===== src/rtl/alu_pipe_pkg.sv =====
// Shared decode types for the ALU pipeline: operation and A-shift selects,
// plus the packed flag bundle carried alongside each result.
package Decoders;

  typedef enum logic [1:0] {
    OP_ADD = 2'b00,
    OP_SUB = 2'b01,
    OP_AND = 2'b10,
    OP_OR  = 2'b11
  } OP_t;

  typedef enum logic [1:0] {
    No_Shift    = 2'b00,
    Shift_Right = 2'b01,
    Shift_Left  = 2'b10,
    Sh_Reserved = 2'b11
  } SH_t;

  typedef struct packed {
    logic carry;
    logic zero;
    logic ovf;
  } flags_t;

  localparam flags_t FLAGS_CLEAR = '{carry: 1'b0, zero: 1'b0, ovf: 1'b0};

endpackage


===== src/rtl/alu_core.sv =====
// Stateless datapath: pre-shift of operand A (feeds stage 1) and the
// ADD/SUB/AND/OR unit with flag generation (feeds stage 2).
module alu_core
  import Decoders::*;
#(
  parameter int WIDTH = 8
) (
  input  logic [WIDTH-1:0] a_i,
  input  SH_t              sh_i,
  output logic [WIDTH-1:0] a_sh_o,
  output logic             sh_rsvd_o,
  input  logic [WIDTH-1:0] x_i,
  input  logic [WIDTH-1:0] y_i,
  input  OP_t              op_i,
  output logic [WIDTH-1:0] result_o,
  output flags_t           flags_o
);

  logic [WIDTH:0]   sum;
  logic [WIDTH:0]   diff;
  logic [WIDTH-1:0] res;

  // Reserved shift code falls through to the pass-through default.
  always_comb begin
    a_sh_o    = a_i;
    sh_rsvd_o = (sh_i == Sh_Reserved);
    case (sh_i)
      Shift_Right: a_sh_o = {1'b0, a_i[WIDTH-1:1]};
      Shift_Left:  a_sh_o = {a_i[WIDTH-2:0], 1'b0};
      default:     a_sh_o = a_i;
    endcase
  end

  assign sum  = {1'b0, x_i} + {1'b0, y_i};
  assign diff = {1'b0, x_i} - {1'b0, y_i};

  // The extra MSB of diff is the unsigned borrow (x < y).
  always_comb begin
    res           = '0;
    flags_o       = FLAGS_CLEAR;
    case (op_i)
      OP_ADD: begin
        res           = sum[WIDTH-1:0];
        flags_o.carry = sum[WIDTH];
        flags_o.ovf   = (x_i[WIDTH-1] == y_i[WIDTH-1]) &&
                        (sum[WIDTH-1] != x_i[WIDTH-1]);
      end
      OP_SUB: begin
        res           = diff[WIDTH-1:0];
        flags_o.carry = diff[WIDTH];
        flags_o.ovf   = (x_i[WIDTH-1] != y_i[WIDTH-1]) &&
                        (diff[WIDTH-1] != x_i[WIDTH-1]);
      end
      OP_AND:  res = x_i & y_i;
      OP_OR:   res = x_i | y_i;
      default: res = '0;
    endcase
    flags_o.zero = (res == '0);
    result_o     = res;
  end

endmodule


===== src/rtl/alu_pipe.sv =====
// Two-stage ALU pipeline with valid/ready on both sides: stage 1 holds the
// shifted A, B and op; stage 2 holds the result and flags until taken.
module alu_pipe
  import Decoders::*;
#(
  parameter int WIDTH = 8
) (
  input  logic             clk,
  input  logic             rst,
  input  logic             in_valid,
  output logic             in_ready,
  input  logic [WIDTH-1:0] a,
  input  logic [WIDTH-1:0] b,
  input  logic [1:0]       op,
  input  logic [1:0]       sh,
  output logic             out_valid,
  input  logic             out_ready,
  output logic [WIDTH-1:0] result,
  output logic             carry,
  output logic             zero,
  output logic             ovf,
  output logic             sh_err,
  output logic [15:0]      op_count
);

  // Handshake: a beat moves on either side exactly when valid && ready in
  // the same cycle; valid never depends on ready, and in_ready depends only
  // on registered state and out_ready, never on in_valid.

  logic             s1_valid_q, s1_valid_d;
  logic [WIDTH-1:0] s1_a_q, s1_a_d;
  logic [WIDTH-1:0] s1_b_q, s1_b_d;
  OP_t              s1_op_q, s1_op_d;

  logic             s2_valid_q, s2_valid_d;
  logic [WIDTH-1:0] result_q, result_d;
  flags_t           flags_q, flags_d;

  logic             sh_err_q, sh_err_d;
  logic [15:0]      op_count_q, op_count_d;

  logic [WIDTH-1:0] a_sh;
  logic             sh_rsvd;
  logic [WIDTH-1:0] alu_res;
  flags_t           alu_flags;

  logic in_fire;
  logic out_fire;
  logic s2_load;

  alu_core #(
    .WIDTH(WIDTH)
  ) u_core (
    .a_i       (a),
    .sh_i      (SH_t'(sh)),
    .a_sh_o    (a_sh),
    .sh_rsvd_o (sh_rsvd),
    .x_i       (s1_a_q),
    .y_i       (s1_b_q),
    .op_i      (s1_op_q),
    .result_o  (alu_res),
    .flags_o   (alu_flags)
  );

  // S2 may refill in the same cycle it hands its result downstream.
  assign out_fire = s2_valid_q && out_ready;
  assign s2_load  = s1_valid_q && (!s2_valid_q || out_ready);
  assign in_ready = !s1_valid_q || s2_load;
  assign in_fire  = in_valid && in_ready;

  always_comb begin
    s1_valid_d = s1_valid_q;
    s1_a_d     = s1_a_q;
    s1_b_d     = s1_b_q;
    s1_op_d    = s1_op_q;
    s2_valid_d = s2_valid_q;
    result_d   = result_q;
    flags_d    = flags_q;
    sh_err_d   = in_fire && sh_rsvd;
    op_count_d = op_count_q;

    if (in_fire) begin
      s1_valid_d = 1'b1;
      s1_a_d     = a_sh;
      s1_b_d     = b;
      s1_op_d    = OP_t'(op);
    end else if (s2_load) begin
      s1_valid_d = 1'b0;
    end

    if (s2_load) begin
      s2_valid_d = 1'b1;
      result_d   = alu_res;
      flags_d    = alu_flags;
    end else if (out_fire) begin
      s2_valid_d = 1'b0;
    end

    if (out_fire) begin
      op_count_d = op_count_q + 16'd1;
    end
  end

  always_ff @(posedge clk) begin
    if (rst) begin
      s1_valid_q <= 1'b0;
      s1_a_q     <= '0;
      s1_b_q     <= '0;
      s1_op_q    <= OP_ADD;
      s2_valid_q <= 1'b0;
      result_q   <= '0;
      flags_q    <= FLAGS_CLEAR;
      sh_err_q   <= 1'b0;
      op_count_q <= 16'd0;
    end else begin
      s1_valid_q <= s1_valid_d;
      s1_a_q     <= s1_a_d;
      s1_b_q     <= s1_b_d;
      s1_op_q    <= s1_op_d;
      s2_valid_q <= s2_valid_d;
      result_q   <= result_d;
      flags_q    <= flags_d;
      sh_err_q   <= sh_err_d;
      op_count_q <= op_count_d;
    end
  end

  assign out_valid = s2_valid_q;
  assign result    = result_q;
  assign carry     = flags_q.carry;
  assign zero      = flags_q.zero;
  assign ovf       = flags_q.ovf;
  assign sh_err    = sh_err_q;
  assign op_count  = op_count_q;

endmodule


===== config.mk =====
export PLATFORM = sky130hd
export DESIGN_NAME = alu_pipe
export DESIGN_NICKNAME = d
export VERILOG_FILES = /design/src/rtl/alu_pipe_pkg.sv /design/src/rtl/alu_core.sv /design/src/rtl/alu_pipe.sv
export SDC_FILE = /design/constraint.sdc
export NUM_CORES = 1
export LEC_CHECK = 0
export ABC_CLOCK_PERIOD_IN_PS = 4750
export BUFFER_PORTS_ARGS = -buffer_cell sky130_fd_sc_hd__buf_2
export CELL_PAD_IN_SITES_DETAIL_PLACEMENT = 0
export CELL_PAD_IN_SITES_GLOBAL_PLACEMENT = 1
export CORE_MARGIN = 5
export CORE_UTILIZATION = 46
export CTS_BUF_LIST = sky130_fd_sc_hd__clkbuf_4
export CTS_CLUSTER_SIZE = 40
export DETAILED_ROUTE_END_ITERATION = 12
export GPL_ROUTABILITY_DRIVEN = 0
export PLACE_DENSITY_LB_ADDON = 0.1
export SYNTH_ARGS = -nofsm -noshare
export SYNTH_HDL_FRONTEND = slang
export SYNTH_HIERARCHICAL = 1
export SYNTH_SLANG_ARGS = --single-unit

===== constraint.sdc =====
create_clock -name clk -period 4.75 [get_ports clk]
set_input_delay 0.7125 -clock clk [delete_from_list [all_inputs] [get_ports clk]]
set_output_delay 0.7125 -clock clk [all_outputs]
set_load 0.005 [all_outputs]

=== After elaboration in Yosys (flattened, before gate mapping) ===
Cells that the tools add are included.

* Logic and storage cells: 48
* Bits in registers: 48

* Bitwise operators: 2
* Multiplexer cells: 8
* $add $sub $neg: 3
* Equality and inequality tests: 10
* Reductions and logical operators: 14

{| class="wikitable"
|+ Operators with widths
! cell !! number
|-
| case mux 8 bit (4 select lines) || 1
|-
| adder 16 x 1 -> 16 bit (second input constant) || 1
|-
| case mux 8 bit (2 select lines) || 1
|-
| adder 8 x 8 -> 9 bit || 1
|-
| subtractor 8 x 8 -> 9 bit || 1
|-
| AND 8 bit || 1
|-
| equality test 2 bit (second input constant) || 4
|-
| zero test 8 bit || 1
|-
| bitwise OR 8 bit || 1
|-
| logical AND 1 bit || 6
|-
| equality test 2 x 1 -> 1 bit (second input constant) || 2
|-
| 2-to-1 mux 1 bit || 4
|-
| case mux 1 bit (2 select lines) || 2
|-
| nonzero test 2 bit || 2
|-
| inequality test 1 bit || 3
|-
| zero test 1 bit || 2
|-
| zero test 2 bit || 1
|-
| logical OR 1 bit || 2
|-
| equality test 1 bit || 1
|}

=== Longest topological paths before layout ===
Gate-level depths: netlist (run 1).

* Depth in word-level cells: 6
* Gate-level depth with buffers: 13
* Gate-level depth less buffers: 13

=== Hierarchy ===
Netlist (run 1), hierarchy kept.

{| class="wikitable"
|+ Modules (own cells, without submodules)
! module !! sequential area each (µm²) !! instances !! cells each !! area an instance (µm²)
|-
| alu_pipe || 960.9 || 1 || 210 || 1873.0
|-
| alu_core || 0.0 || 1 || 182 || 1255.0
|}

=== Worst setup path after synthesis (run 1) ===
No wires, ideal clock.

* Kind: reg2reg
* Start point: register s1_b_q[0]
* End point: register flags_q, in the netlist zero
* Slack: 2.283 ns
* Setup time: 0.065 ns
* Clock period less this slack: 2.467 ns
* Cell stages (with the launch flop): 11
* Buffers on the path: 0
* Arrival: 2.402 ns
* Cell sequence: dfxtp_1 > ha_1 > inv_1 > fa_1 > inv_1 > mux4_2 > or3_1 > a211oi_1 > nor4b_2 > mux2i_1 > nor2_1

{| class="wikitable"
|+ RTL lines
! what !! RTL line !! RTL
|-
| start, declared || alu_pipe.sv:32 || <nowiki>logic [WIDTH-1:0] s1_b_q, s1_b_d;</nowiki>
|-
| start signal, assigned || alu_pipe.sv:108 || <nowiki>s1_b_q <= '0;</nowiki>
|-
| start signal, assigned || alu_pipe.sv:118 || <nowiki>s1_b_q <= s1_b_d;</nowiki>
|-
| end signal, assigned || alu_pipe.sv:122 || <nowiki>flags_q <= flags_d;</nowiki>
|-
| end, declared || alu_pipe.sv:37 || <nowiki>flags_t flags_q, flags_d;</nowiki>
|}

==> impl_metrics.env, run 1 <==
export IMPL_grt_total_usage=0.168
export IMPL_dieHeight_um=92.5
export IMPL_power_density_mw_per_mm2=234
export IMPL_fin_crit_ns=2.65
export IMPL_totalWireLength_mm=6.86
export IMPL_placement_setup_worst_slack_ns=2.13
export IMPL_leak_pwr_nw=1.54
export IMPL_detail_route_wl_per_cell_um=13.2
export IMPL_count_of_cells_resized_by_post_cts_repair=0
export IMPL_timing_fmax_mhz=377
export IMPL_cap_viol_max_count=0
export IMPL_timing_rr_start="s1_b_q[0]"
export IMPL_syn_avg_cell_area_um2=7.98
export IMPL_routed_via_count=2696
export IMPL_ys_seq_area_frac=0.307
export IMPL_x_dimension_of_the_die_um=92.5
export IMPL_vias_in_the_first_global_route=2672
export IMPL_synth_top_cells_by_area="dfxtp_1, ha_1, nand2_1, a21oi_1, mux2i_1"
export IMPL_period_utilisation_layout=0.559
export IMPL_grt_start_max_net_pins=53
export IMPL_yosysMostFrequentCell="nand2_1"
export IMPL_grt_setup_unrepaired="no"
export IMPL_timing_hold_ws_ns=0.488
export IMPL_via_per_inst=5.19
export IMPL_hold_path_cell_count=2
export IMPL_final_max_slew_viol_count=0
export IMPL_setup_tns_final_ns=0
export IMPL_headroom_to_the_max_slew_limit=0.388
export IMPL_timing_clock_skew_ns=0.0105
export IMPL_first_pass_iters=4
export IMPL_grt_overflow_total=0
export IMPL_count_of_buffers_from_port_buffering=53
export IMPL_synthesis_instances=392
export IMPL_number_of_antenna_violations_at_the_first_check_in_global_routing=0
export IMPL_yosysUniqueCellTypes=58
export IMPL_clockBufferDepth=2
export IMPL_timing_rr_end="zero"
export IMPL_cp_required_ns=5.05
export IMPL_ctsHtreeMaxLevel=2
export IMPL_drt_antenna_violating_nets=0
export IMPL_cts_root_buf="clkbuf_4"
export IMPL_hold_path_class="register to register"
export IMPL_ff2ff_setup_slack_ns=2.10
export IMPL_yosys_area_top_type="dfxtp_1"
export IMPL_clock_transition_time_at_the_flip_flop_clock_pins_of_the_worst_setup_and_hold_paths_ns=0.14
export IMPL_yosys_top_cells_count="nand2_1, dfxtp_1, nor2_1, a21oi_1, inv_1"
export IMPL_post_placement_cell_area_mm2=0.00343
export IMPL_cts_buffers=5
export IMPL_ir_drop_worst_case_vdd_v=0.000106
export IMPL_worst_hold_startpoint="s1_b_q[4]"
export IMPL_arrival_worst_endpoint_ns=2.96
export IMPL_insertion_delay_ns=0.36
export IMPL_cts_sinks=48
export IMPL_drc_markers=0
export IMPL_post_synth_instance_area_mm2=0.00313
export IMPL_die_area_mm2=0.00855
export IMPL_reg2regPathDepth=10
export IMPL_synth_top_flop_cell="dfxtp_1"
export IMPL_syn_to_final_growth_pct=11.4
export IMPL_syn_nets=446
export IMPL_report_final_setup_viol=0
export IMPL_cp_end_kind="register"
export IMPL_pin_count=54
export IMPL_drive_above_1_share=0.175
export IMPL_critPathMaxFanout=4
export IMPL_edff_count_synth=0
export IMPL_fin_ws_ns=2.10
export IMPL_cts_setup_buffers=0
export IMPL_setup_worst_path_class="register to register"
export IMPL_grt_pass1_wl_mm=11.9
export IMPL_post_synth_top_area_share=0.307
export IMPL_final_instance_area_mm2=0.00348
export IMPL_drt_first_iter_violations=82
export IMPL_proportion_of_register_bits_with_asynchronous_set_or_reset_after_synthesis=0
export IMPL_placement_rows=30
export IMPL_n_antenna_cell=0
export IMPL_run_status="finished clean"
export IMPL_holdBufCountCts=0
export IMPL_cp_start_kind="register"
export IMPL_core_area_mm2=0.00672
export IMPL_cts_tree="yes"
export IMPL_nets=492
export IMPL_synth_warnings=6
export IMPL_post_route_util=0.519
export IMPL_min_to="s1_b_q[4]"
export IMPL_finalHoldViolations=0
export IMPL_dp_hpwl_mm=5.26
export IMPL_worst_slew_pin_transition_ns=0.919
export IMPL_start_util=0.466
export IMPL_yosys_register_bits=48
## how the worst max path moves through the flow
stage | from | end | slack, ns | cells after the start
2_1_floorplan | s1_b_q[0] | zero | 2.28 | 10
3_3_place_gp | s1_b_q[0] | zero | 2.18 | 10
3_5_place_dp | s1_a_q[1] | zero | 2.13 | 11
4_1_cts | s1_b_q[0] | zero | 2.08 | 10
5_1_grt | s1_a_q[1] | zero | 1.87 | 11
6_report | s1_b_q[0] | zero | 2.10 | 10
## cell type report
| cell class | count | area [µm²] |
|---|---|---|
| Clock buffer | 5 | 37.5 |
| Fill cell | 686 | 3230 |
| Tap cell | 80 | 100 |
| Timing Repair Buffer | 54 | 273 |
| Sequential cell | 48 | 961 |
| Multi-Input combinational cell | 296 | 1970 |
| Clock inverter | 3 | 18.8 |
| Inverter | 33 | 125 |
## cell families (layout without fill, tap and decap cells)
kind of cell             Yosys count  in the layout  synth area share
XOR/XNOR                          17             17            0.0476
adder cells (fa/ha/maj)           30             30             0.125
buffers and inverters             48             95            0.0632
AND/OR/NAND/NOR                  142            142             0.221
AO/OA/AOI/OAI                     88             88             0.170
flip-flops                        48             48             0.307
multiplexers                      19             19            0.0664
## through the flow
stage                     total power (W)  cells
after floorplan                  0.000584    392
after global placement           0.000635    511
after CTS                        0.000826    519
after detailed placement         0.000637    511
final                            0.000814    519
after global routing             0.000873    519
## sequential cells by signal, indices dropped and copies added (netlist names), 2 cells and up
| register | count |
|---|---|
| op_count | 16 |
| result | 8 |
| s1_a_q | 8 |
| s1_b_q | 8 |
| s1_op_q | 2 |
## routing by layer
layer / global-route usage / share of wire
met5: 0 / 0
met4: 0.0557 / 0.020
met3: 0.0309 / 0.030
met2: 0.285 / 0.47
met1: 0.216 / 0.48
## worst max-delay path: stages (launching register included)
cell and delay (ns):
dfxtp_1 0.39, ha_1 0.24, inv_1 0.07, fa_1 0.48, inv_1 0.03, mux4_2 0.45, or3_1 0.36, a211oi_1 0.18
nor4b_2 0.22, mux2i_1 0.10, nor2_1 0.08
## power by group
part / total (W) / internal [W] / switching [W] / leakage (nW)
clock network: 0.000187 / 0.0000560 / 0.000131 / 0.0249
registers: 0.000436 / 0.000418 / 0.0000179 / 0.391
logic: 0.000191 / 0.0000835 / 0.000107 / 1.13
## cell usage in the layout (no fill, tap or decap), types with 2 or more instances in the layout
master | Yosys | final
o21bai_1 | 3 | 3
fa_1 | 2 | 2
and2_1 | 4 | 4
a22oi_1 | 6 | 6
or2_1 | 2 | 2
ha_1 | 28 | 28
a211oi_1 | 3 | 3
nand4_1 | 5 | 5
mux2i_1 | 14 | 14
a31oi_1 | 2 | 2
xor2_1 | 7 | 7
or3_1 | 3 | 3
nand3_1 | 5 | 5
dfxtp_1 | 48 | 48
clkinvlp_4 | 0 | 2
o21ai_1 | 4 | 5
inv_1 | 32 | 32
nand3b_1 | 2 | 2
nand2b_1 | 5 | 5
xnor2_1 | 10 | 10
clkbuf_4 | 0 | 5
nand2_1 | 61 | 61
mux2_2 | 4 | 4
and4_1 | 2 | 2
o21ai_0 | 20 | 19
buf_2 | 3 | 53
nor2b_1 | 3 | 3
nor2_1 | 37 | 37
nor3_1 | 3 | 3
a21oi_1 | 36 | 36
Note: power is estimated with default switching activity, not from simulation.
==> inputs of run 2 (changes only) <==
--- a/config.mk
+++ b/config.mk
@@ -5,12 +5,12 @@
 export SDC_FILE = /design/constraint.sdc
 export NUM_CORES = 1
 export LEC_CHECK = 0
-export ABC_CLOCK_PERIOD_IN_PS = 4750
+export ABC_CLOCK_PERIOD_IN_PS = 2500
 export BUFFER_PORTS_ARGS = -buffer_cell sky130_fd_sc_hd__buf_2
 export CELL_PAD_IN_SITES_DETAIL_PLACEMENT = 0
 export CELL_PAD_IN_SITES_GLOBAL_PLACEMENT = 1
 export CORE_MARGIN = 5
-export CORE_UTILIZATION = 46
+export CORE_UTILIZATION = 43
 export CTS_BUF_LIST = sky130_fd_sc_hd__clkbuf_4
 export CTS_CLUSTER_SIZE = 40
 export DETAILED_ROUTE_END_ITERATION = 12
==> constraint.sdc (replaced) <==
create_clock -name clk -period 2.5 [get_ports clk]
set_input_delay 0.375 -clock clk [delete_from_list [all_inputs] [get_ports clk]]
set_output_delay 0.375 -clock clk [all_outputs]
set_load 0.005 [all_outputs]
==> run 2 against run 1 <==
Compared with the run above:
- the run now ends with negative setup slack left
- clock skew grew 0.0026 ns
- maximum frequency grew 5.9%
- cell count grew 5.8%
- wire length grew 2.4%
- global-route usage shrank 0.89 points
- largest cell class unchanged
==> impl_metrics.env, run 2 (same netlist as run 1, synthesis figures left out) <==
export IMPL_n_antenna_cell=0
export IMPL_dieHeight_um=95.3
export IMPL_grt_setup_unrepaired="yes"
export IMPL_post_placement_cell_area_mm2=0.00353
export IMPL_placement_rows=31
export IMPL_cp_required_ns=2.81
export IMPL_largest_register_ff_count=16
export IMPL_power_density_mw_per_mm2=482
export IMPL_ctsHtreeMaxLevel=2
export IMPL_cts_root_buf="clkbuf_4"
export IMPL_report_final_setup_viol=1
export IMPL_delay_of_the_slowest_cell_on_the_worst_path_ns=0.47
export IMPL_violations_in_the_final_reports="negative setup slack"
export IMPL_timing_fmax_mhz=399
export IMPL_setup_worst_path_class="register to register"
export IMPL_cpLargestDelayFamily="simple AND/OR/NAND/NOR gates"
export IMPL_hold_path_class="primary input to register"
export IMPL_fin_crit_ns=2.51
export IMPL_final_instance_area_mm2=0.00367
export IMPL_num_fill_cells=744
export IMPL_finalHoldViolations=0
export IMPL_count_of_buffers_from_port_buffering=53
export IMPL_worstPathCellList="inv_1, ha_2, inv_1, fa_1, mux4_2, or3_1, a211oi_1, nor4b_2, mux2i_1, nor2_1"
export IMPL_headroom_to_the_max_slew_limit=0.564
export IMPL_totalWireLength_mm=7.03
export IMPL_grt_use_met3=0.0292
export IMPL_grt_start_max_net_pins=30
export IMPL_cp_start_kind="register"
export IMPL_via_per_inst=5.04
export IMPL_nets=504
export IMPL_holdBufCountCts=0
export IMPL_dp_hpwl_mm=5.42
export IMPL_worst_slew_pin_transition_ns=0.654
export IMPL_timing_critical_path_buf_inv=2
export IMPL_layout_cells_most_common="nand2_1"
export IMPL_core_area_mm2=0.00718
export IMPL_detail_route_wl_per_cell_um=12.8
export IMPL_most_common_layout_cells="nand2_1, buf_2, dfxtp_1"
export IMPL_ir_drop_worst_case_vdd_v=0.000310
export IMPL_timing_clock_skew_ns=0.0131
export IMPL_syn_to_final_growth_pct=17.4
export IMPL_leak_pwr_nw=1.63
export IMPL_fin_ws_ns=-0.00540
export IMPL_number_of_antenna_violations_at_the_first_check_in_global_routing=0
export IMPL_routed_via_count=2768
export IMPL_use_met2=0.253
export IMPL_placement_setup_worst_slack_ns=-0.0747
export IMPL_cp_end_kind="register"
export IMPL_cap_viol_max_count=0
export IMPL_cts_tree="yes"
export IMPL_first_pass_iters=4
export IMPL_slowest_stage="mux4_2"
export IMPL_drc_markers=0
export IMPL_final_max_slew_viol_count=0
export IMPL_pin_count=54
export IMPL_run_status="finished with violations"
export IMPL_clock_transition_time_at_the_flip_flop_clock_pins_of_the_worst_setup_and_hold_paths_ns=0.14
export IMPL_drive_above_1_share=0.218
export IMPL_period_utilisation_layout=1.00
export IMPL_clockBufferDepth=2
export IMPL_drt_antenna_violating_nets=0
export IMPL_critPathMaxFanout=3
export IMPL_grt_pass1_wl_mm=11.7
export IMPL_grt_overflow_total=0
export IMPL_timing_hold_ws_ns=0.226
export IMPL_insertion_delay_ns=0.37
export IMPL_cts_sinks=48
export IMPL_grt_total_usage=0.159
export IMPL_vias_in_the_first_global_route=2591
export IMPL_use_met1=0.222
export IMPL_cp_common_cell="inv_1"
export IMPL_drt_first_iter_violations=132
export IMPL_globalRoute_busiestLayer="met2"
export IMPL_ff2ff_setup_slack_ns=-0.005
export IMPL_x_dimension_of_the_die_um=95.3
export IMPL_die_area_mm2=0.00908
export IMPL_arrival_worst_endpoint_ns=2.81
export IMPL_cts_buffers=5
export IMPL_start_util=0.436
[run 2: changes by cell type in the layout (fill, tap and decap cells not counted), moves of 2 or more]
cell / change
clkinvlp_4: -2
ha_1: -2
dfxtp_2: +4
buf_4: +12
dfxtp_1: -4
bufinv_16: +2
[run 2: layout make-up]
class	instances	area, µm²	area share
multi-input combinational	296	2000	0.544
sequential	48	966	0.263
timing repair buffer	66	363	0.0988
inverter	33	125	0.0341
tap	99	124	0.0337
clock inverter	2	60.1	0.0164
clock buffer	5	37.5	0.0102
[run 2: repair_timing]
action                                  CTS  global route
resized for setup                         3             6
endpoints found under the hold margin     0             0
pin swaps                                 2             3
buffers inserted                          0             2
endpoints found under the setup margin    1             2
[run 2: metrics by stage]
| step | TNS [ns] | instances | total power (W) | utilization |
|---|---|---|---|---|
| after floorplan | 0 | 392 | 0.00111 | - |
| after global placement | 0 | 540 | 0.00121 | 0.492 |
| after detailed placement | -0.0747 | 540 | 0.00122 | 0.492 |
| after CTS | -0.0424 | 547 | 0.00178 | 0.507 |
| after global routing | -0.157 | 549 | 0.00188 | 0.512 |
| final | -0.00540 | 549 | 0.00177 | 0.512 |
[run 2: worst paths after layout]
path | startpoint | to | cells past startpoint
worst min register to register | s1_b_q[1] | s1_b_q[1] | 2
worst max register to register | s1_a_q[0] | zero | 10
worst min-delay path | b[7] | s1_b_q[7] | 3
worst max-delay path | s1_a_q[0] | zero | 10
[run 2: tightest hold or removal path: cells and delay by family]
| family | cells | cell delay [ns] |
|---|---|---|
| AOI/OAI and AO/OA | 1 | 0.05 |
| buffers and inverters | 1 | 0.09 |
| and+or+nand+nor | 1 | 0.04 |
[run 2: routing by layer]
| metal | vias to the layer above | share of wire | wire (µm) |
|---|---|---|---|
| met5 | - | 0 | 0 |
| li1 | 1437 | - | - |
| met3 | 7 | 0.050 | 354 |
| met1 | 1259 | 0.50 | 3550 |
| met2 | 65 | 0.43 | 3040 |
| met4 | 0 | 0.012 | 86 |
[run 2: power breakdown]
part | switching, W | total (W) | internal, W | leakage (nW)
registers | 0.0000274 | 0.000822 | 0.000795 | 0.392
logic | 0.000218 | 0.000397 | 0.000179 | 1.19
clock network | 0.000245 | 0.000551 | 0.000306 | 0.0513
